--- config.mk ---
export PLATFORM = sky130hd
export DESIGN_NAME = oam_dma_ctrl
export DESIGN_NICKNAME = d
export VERILOG_FILES = /design/src/rtl/oam_dma_ctrl.sv
export SDC_FILE = /design/constraint.sdc
export NUM_CORES = 1
export LEC_CHECK = 0
export CORE_MARGIN = 3
export CORE_UTILIZATION = 40
export CTS_BUF_LIST = sky130_fd_sc_hd__clkbuf_16
export DETAILED_ROUTE_END_ITERATION = 12
export PLACE_DENSITY = 0.76
export SLEW_MARGIN = 20
export SYNTH_ARGS = -nofsm -noshare
export SYNTH_HDL_FRONTEND = slang
export SYNTH_SLANG_ARGS = --single-unit
--- constraint.sdc ---
create_clock -name CLK -period 1.9 [get_ports CLK]
set_clock_uncertainty 0.15 [all_clocks]
set_input_delay 0.19 -clock CLK [delete_from_list [all_inputs] [get_ports CLK]]
set_output_delay 0.19 -clock CLK [all_outputs]
set_load 0.03 [all_outputs]
--- src/rtl/oam_dma_ctrl.sv ---
// oam_dma_ctrl: $4014 OAM DMA sequencer and CPU bus arbiter.
// Define OAM_DMA_ALIGN_EN to enable the parity ALIGN cycle.
module oam_dma_ctrl #(
  parameter int          RD_LAT   = 1,
  parameter logic [15:0] DMA_REG  = 16'h4014,
  parameter logic [15:0] OAM_PORT = 16'h2004
) (
  input  logic        CLK,
  input  logic        RESET,
  input  logic [15:0] cpu_addr,
  input  logic        cpu_r,
  input  logic        cpu_w,
  input  logic [7:0]  cpu_wdata,
  input  logic [7:0]  bus_rdata,
  output logic [15:0] bus_addr,
  output logic        bus_r,
  output logic        bus_w,
  output logic [7:0]  bus_wdata,
  output logic        cpu_halt,
  output logic        dma_busy,
  output logic        dma_done
);

  typedef enum logic [2:0] {
    IDLE, HALT, ALIGN, READ, WAIT, WRITE
  } state_t;

  localparam logic [1:0] WLAST = 2'(RD_LAT - 2);

  state_t      state;
  state_t      state_nx;
  logic [7:0]  page;
  logic [7:0]  cnt;
  logic [7:0]  data;
  logic [1:0]  wcnt;
  logic        trig;
  logic        last;
  logic        cap;

`ifdef OAM_DMA_ALIGN_EN
  logic parity;

  // Free-running cycle parity used to pick the ALIGN slot.
  always_ff @(posedge CLK or negedge RESET) begin
    if (!RESET) parity <= 1'b0;
    else        parity <= ~parity;
  end
`endif

  assign trig = (state == IDLE) && cpu_w
             && (cpu_addr == DMA_REG);
  assign last = (state == WRITE) && (cnt == 8'hFF);
  assign cap  = (RD_LAT == 1) ? (state == READ)
              : ((state == WAIT) && (wcnt == WLAST));

  // Next state and arbitrated bus drive.
  always_comb begin
    state_nx  = state;
    bus_addr  = '0;
    bus_r     = 1'b0;
    bus_w     = 1'b0;
    bus_wdata = '0;
    unique case (state)
      IDLE: begin
        bus_addr  = cpu_addr;
        bus_r     = cpu_r;
        bus_w     = cpu_w;
        bus_wdata = cpu_wdata;
        if (trig) state_nx = HALT;
      end
      HALT: begin
        state_nx = READ;
`ifdef OAM_DMA_ALIGN_EN
        if (parity) state_nx = ALIGN;
`endif
      end
`ifdef OAM_DMA_ALIGN_EN
      ALIGN: state_nx = READ;
`endif
      READ: begin
        bus_addr = {page, cnt};
        bus_r    = 1'b1;
        state_nx = (RD_LAT == 1) ? WRITE : WAIT;
      end
      WAIT: begin
        if (wcnt == WLAST) state_nx = WRITE;
      end
      WRITE: begin
        bus_addr  = OAM_PORT;
        bus_w     = 1'b1;
        bus_wdata = data;
        state_nx  = last ? IDLE : READ;
      end
      default: state_nx = IDLE;
    endcase
  end

  // State register and registered status flags.
  always_ff @(posedge CLK or negedge RESET) begin
    if (!RESET) begin
      state    <= IDLE;
      cpu_halt <= 1'b0;
      dma_busy <= 1'b0;
      dma_done <= 1'b0;
    end else begin
      state    <= state_nx;
      cpu_halt <= (state_nx != IDLE);
      dma_busy <= (state_nx != IDLE);
      dma_done <= last;
    end
  end

  // Source page, byte index, wait counter and data latch.
  always_ff @(posedge CLK or negedge RESET) begin
    if (!RESET) begin
      page <= '0;
      cnt  <= '0;
      wcnt <= '0;
      data <= '0;
    end else begin
      if (trig) begin
        page <= cpu_wdata;
        cnt  <= '0;
      end
      if ((state == WRITE) && !last) cnt <= cnt + 8'd1;
      if (state == READ)      wcnt <= '0;
      else if (state == WAIT) wcnt <= wcnt + 2'd1;
      if (cap) data <= bus_rdata;
    end
  end

endmodule

Word-level counts from Yosys, hierarchy flattened:

Cells that the tools add are included.

* memories: 0
* bits in latches: 0
* memory bits (read-only): 0
* bits in registers: 31
* word-level logic and storage cells: 37
* output and inout bits: 29
* input bits: 36
* memory bits (writable): 0

* order comparisons: 0
* multiply operators: 0
* reduce and logical (&&, ||, !) cells: 9
* eq/ne operators: 7
* add/subtract/negate cells: 2
* div/mod/pow operators: 0
* muxes and demuxes: 12
* bitwise logic cells: 0
* shifts and indexed selects: 0

Operator list (count)
* 16-bit one-hot mux with 3 select lines: 1
* 16-bit by 15-bit equality test with 1-bit output (second input constant): 1
* 8-bit 2-to-1 mux: 2
* 8-bit one-hot mux with 2 select lines: 1
* 3-bit one-hot mux with 5 select lines: 1
* 8-bit by 1-bit adder with 8-bit output (second input constant): 1
* 8-bit equality test (second input constant): 1
* 3-bit equality test (second input constant): 2
* 2-bit 2-to-1 mux: 3
* 3-bit 2-to-1 mux: 2
* 1-bit logical AND: 4
* 1-bit one-hot mux with 2 select lines: 2
* 2-bit nonzero test: 2
* 3-bit by 1-bit equality test with 1-bit output (second input constant): 1
* 3-bit by 2-bit equality test with 1-bit output (second input constant): 1
* 3-bit logical NOT: 1
* 3-bit nonzero test: 1
* 2-bit by 1-bit adder with 2-bit output (second input constant): 1
* 2-bit equality test (second input constant): 1
* 1-bit logical NOT: 1

Logic depth before layout (Yosys ltp):

* depth after elaboration: 6
* depth in mapped cells: 7
* depth with buffers taken out: 5

Worst setup path after synthesis:

OpenSTA, ideal clock, no wires.

* path type: register to register
* from: register state[1]
* to: register page[6]
* cell stages (with the launch flop): 6
* data arrival time: 1.505 ns
* setup slack: 0.118 ns
* path buffers: 1
* library setup time: 0.127 ns
* period minus slack after synthesis: 1.782 ns
* data required time: 1.623 ns
* cell sequence: dfrtp_1 nor3_2 nand2_1 nor2_4 buf_6 mux2_1

* word-level cells in the longest chain between the ends: 3

Ends and longest elaborated chain
* from (decl): line 30 `state_t state;`
* from (signal assigned): line 106 `state <= state_nx;`
* 3-bit logical NOT: line 50 `assign trig = (state == IDLE) && cpu_w`
* 1-bit logical AND: line 50
* 1-bit logical AND: line 51 `&& (cpu_addr == DMA_REG);`
* to (signal assigned): line 122 `page <= cpu_wdata;`
* to (decl): line 32 `logic [7:0] page;`

No other way between the ends.
A chain may end at the register's enable or synchronous reset.

Worst setup path in the final report:

* from: register state[1]
* to: output bus_wdata[2]

* word-level cells in the longest chain between the ends: 2
* elaborated cells on any way between the ends: 3
* those cells by class: eq/ne (1); mux (1); reduce/logical (1)

Ends and longest elaborated chain
* 3-bit equality test or 3-bit logical NOT (tied branches): line 63 `unique case (state)`
* 8-bit one-hot mux with 2 select lines *: line 63
* to (decl): line 18 `output logic [7:0] bus_wdata,`

Every way passes the cells marked *; elsewhere a longest branch is shown, timed or not.

==> results.json <==
{
  "cts.clk_slew.worst_paths_ns": 0.05,
  "die_w_um": 72.6,
  "setup_tns_ns": -0.528,
  "leakagePower_nw": 1.41,
  "clock_latency_ns": 0.28,
  "cts_sinks": 31,
  "gp_congestion": 0.797,
  "drv_slew": 0,
  "powerDensity_nw_per_um2": 581,
  "nets": 300,
  "antenna_found_initial": 0,
  "antennaDiodeCount": 0,
  "routed_wl_um": 5600,
  "cp-start-kind": "flop",
  "met1_length_um": 2250,
  "cp_data_arrival_time_ns": 1.61,
  "grt_max_degree": 32,
  "slowest_stage": "dfrtp_1",
  "cell_internal_pwr_mw": 1.28,
  "final_hold_viol_count": 0,
  "mappedNetlistArea_um2": 1770,
  "wl_met3_um": 415,
  "rsz0062_at_grt": "true",
  "fin_crit_ns": 1.95,
  "cpMostUsedCell": "buf_4",
  "drt_first_pass_iters": 4,
  "top_layer": "met4",
  "switching_share_pct": 24.3,
  "fillCellCount": 301,
  "root_buffer": "clkbuf_16",
  "worst-path-buf-inv": 2,
  "io_buffers": 64,
  "grt_overflow": 0,
  "drc": 0,
  "initial_core_util_pct": 42.8,
  "ys_warn_count": 0,
  "grtUsageTotal_pct": 20.2,
  "status": "complete, but fails checks",
  "dp.final_hpwl_um": 3520,
  "synth_cells": 168,
  "setup_viol": 20,
  "met2_length_um": 2820,
  "drive_gt1_share_pct": 36.5,
  "yosysUniqueCellTypes": 42,
  "worstMarginPinSlew_ns": 0.407,
  "io_pins": 65,
  "required_ns": 1.56,
  "rows": 23,
  "holdCritPathClass": "input pin to asynchronous set/reset pin",
  "crit_chain": "nor3_2 > buf_4 > a22o_1 > buf_4",
  "wl_per_cell_um": 17.9,
  "vias": 1759,
  "tritoncts": "built",
  "synth_fp_nets": 206,
  "area_delta_synth_final_pct": 63.8,
  "clockPowerShare_pct": 45.2,
  "path_class": "flop to output port",
  "htree_levels": 2,
  "ant_nets": 0,
  "grt_pass1_vias": 1662,
  "avgSynthCellArea_um2": 10.5,
  "max_cap_violations": 0,
  "coreArea_um2": 4140,
  "fmax_mhz": 512,
  "via_per_inst": 5.62,
  "critPathCaptureType": "output port",
  "path_max_fanout": 11,
  "setup_ws_ns": -0.0541,
  "die-area_um2": 5260,
  "path_delay_family": "buffers and inverters",
  "post-route-period-util_pct": 103,
  "die_y_um": 72.6,
  "final_common_cell": "buf_4",
  "stdcell_count": 313,
  "critPathMaxStageDelay_ns": 0.42,
  "ctsLongestPathBuffers": 2,
  "combPwrFrac_pct": 15.6,
  "grt_pass1_wl_um": 8070,
  "drtIter0Drc": 107,
  "slew_headroom_pct": 72.9,
  "dpl.cell_count": 292,
  "final_cell_mix": "42 x buf_4, 34 x clkdlybuf4s50_1, 30 x dfrtp_1",
  "violations": "negative setup slack",
  "cts_buffers": 5,
  "switchingPower_mw": 0.410,
  "ctsHoldBuffers": 0,
  "ys_ff_latch": 31,
  "ir_drop_v": 0.000545,
  "seq_power_share_pct": 39.2,
  "ys_seq_area_share_pct": 43.8
}
==> kinds of logic (layout without fill, tap and decap cells) <==
| kind of cell | count (synthesis) | count (layout) | synth area share (%) |
|---|---|---|---|
| simple gates | 53 | 54 | 17.8 |
| xor+xnor | 2 | 2 | 0.989 |
| fa+ha+maj | 2 | 2 | 1.41 |
| buf+inv | 14 | 108 | 5.30 |
| compound gates | 50 | 50 | 20.6 |
| mux | 16 | 16 | 10.2 |
| flops | 31 | 31 | 43.8 |
==> registers in the layout, indices dropped and copies added, names as in the netlist <==
| register | cells |
|---|---|
| cnt | 8 |
| dma_done | 1 |
| dma_busy | 1 |
| wcnt | 2 |
| state | 3 |
| data | 8 |
| page | 8 |
==> timing repair <==
action | CTS | global route
pin swaps | 4 | 4
hold endpoints to repair | 0 | 0
gates resized for setup | 19 | 21
cloned | 1 | 3
endpoints found under the setup margin | 37 | 39
buffers inserted | 2 | 7
==> cell type report <==
class	count	area (µm²)	area share (%)
flip-flops and latches	31	777	26.8
well taps	50	62.6	2.16
repair buffers	99	937	32.3
multi-input cells	124	980	33.8
inverters	1	3.75	0.129
clock buffers	5	125	4.31
clock inverters	3	16.3	0.561
==> metrics by stage <==
step                utilization, %  total power, mW  hold slack (ns)  cell area [µm²]  worst slack [ns]
finish                        70.0             1.69            0.152             2900           -0.0541
global route                  70.0             1.75            0.195             2900           -0.0985
CTS                           65.9             1.69            0.175             2730           0.00215
detailed placement            60.4            0.920            0.330             2500            -0.399
global placement              60.4            0.920            0.318             2500            -0.270
floorplan                        -            0.768           -0.256             1770             0.118
==> power by group through the flow <==
stage | Clock, mW | Combinational, mW | Sequential, mW
after floorplan | 0 | 0.0950 | 0.673
after global placement | 0 | 0.247 | 0.673
after detailed placement | 0 | 0.248 | 0.673
after CTS | 0.775 | 0.252 | 0.661
after global routing | 0.813 | 0.277 | 0.661
final | 0.761 | 0.263 | 0.662
==> Yosys cell counts <==
cell | instances | area, µm²
nand2b_1 | 1 | 6.26
buf_6 | 4 | 45.0
xnor2_1 | 1 | 8.76
a22o_1 | 22 | 193
mux2_1 | 4 | 45.0
nand4_1 | 2 | 12.5
o21a_1 | 1 | 7.51
dfrtp_1 | 31 | 776
nand2_1 | 16 | 60.1
nand4_4 | 1 | 21.3
mux2_2 | 12 | 135
nor2_2 | 1 | 6.26
inv_1 | 1 | 3.75
clkbuf_2 | 1 | 5.00
o211ai_2 | 1 | 12.5
buf_2 | 5 | 25.0
o21ai_2 | 1 | 8.76
nor3_1 | 1 | 5.00
nor2b_1 | 4 | 25.0
nand3_1 | 6 | 30.0
nor4_1 | 1 | 6.26
nor3_2 | 1 | 10.0
a21o_1 | 1 | 7.51
and2_1 | 2 | 12.5
clkbuf_1 | 2 | 7.51
nor4b_1 | 3 | 26.3
or3_1 | 1 | 6.26
or2_2 | 1 | 6.26
or2b_1 | 2 | 15.0
nor2_1 | 5 | 18.8
o211ai_1 | 3 | 22.5
o22ai_1 | 3 | 18.8
and3b_1 | 2 | 17.5
or4_1 | 1 | 7.51
a211o_1 | 1 | 8.76
buf_4 | 1 | 7.51
xor2_1 | 1 | 8.76
a21oi_1 | 6 | 30.0
or4_4 | 1 | 11.3
ha_1 | 2 | 25.0
nor2_4 | 1 | 11.3
o21ai_0 | 11 | 55.1
==> layer usage <==
metal | up-vias | GRT usage [%]
met2 | 66 | 34.4
li1 | 814 | -
met5 | - | 0
met1 | 866 | 24.1
met4 | 0 | 5.74
met3 | 13 | 7.06
==> final timing paths <==
path	cells past startpoint	slack, ns	from	to
setup reg to reg	4	0.01	state[1]$_DFF_PN0_	page[2]$_DFFE_PN0P_
hold reg to reg	1	0.34	page[7]$_DFFE_PN0P_	page[7]$_DFFE_PN0P_
setup / recovery	4	-0.05	state[1]$_DFF_PN0_	bus_wdata[2]
hold / removal	2	0.15	RESET	data[6]$_DFFE_PN0P_
max in group asynchronous	2	1.13	RESET	state[2]$_DFF_PN0_
min in group CLK	1	0.34	page[7]$_DFFE_PN0P_	page[7]$_DFFE_PN0P_
Note: power is estimated with default switching activity, not from simulation.
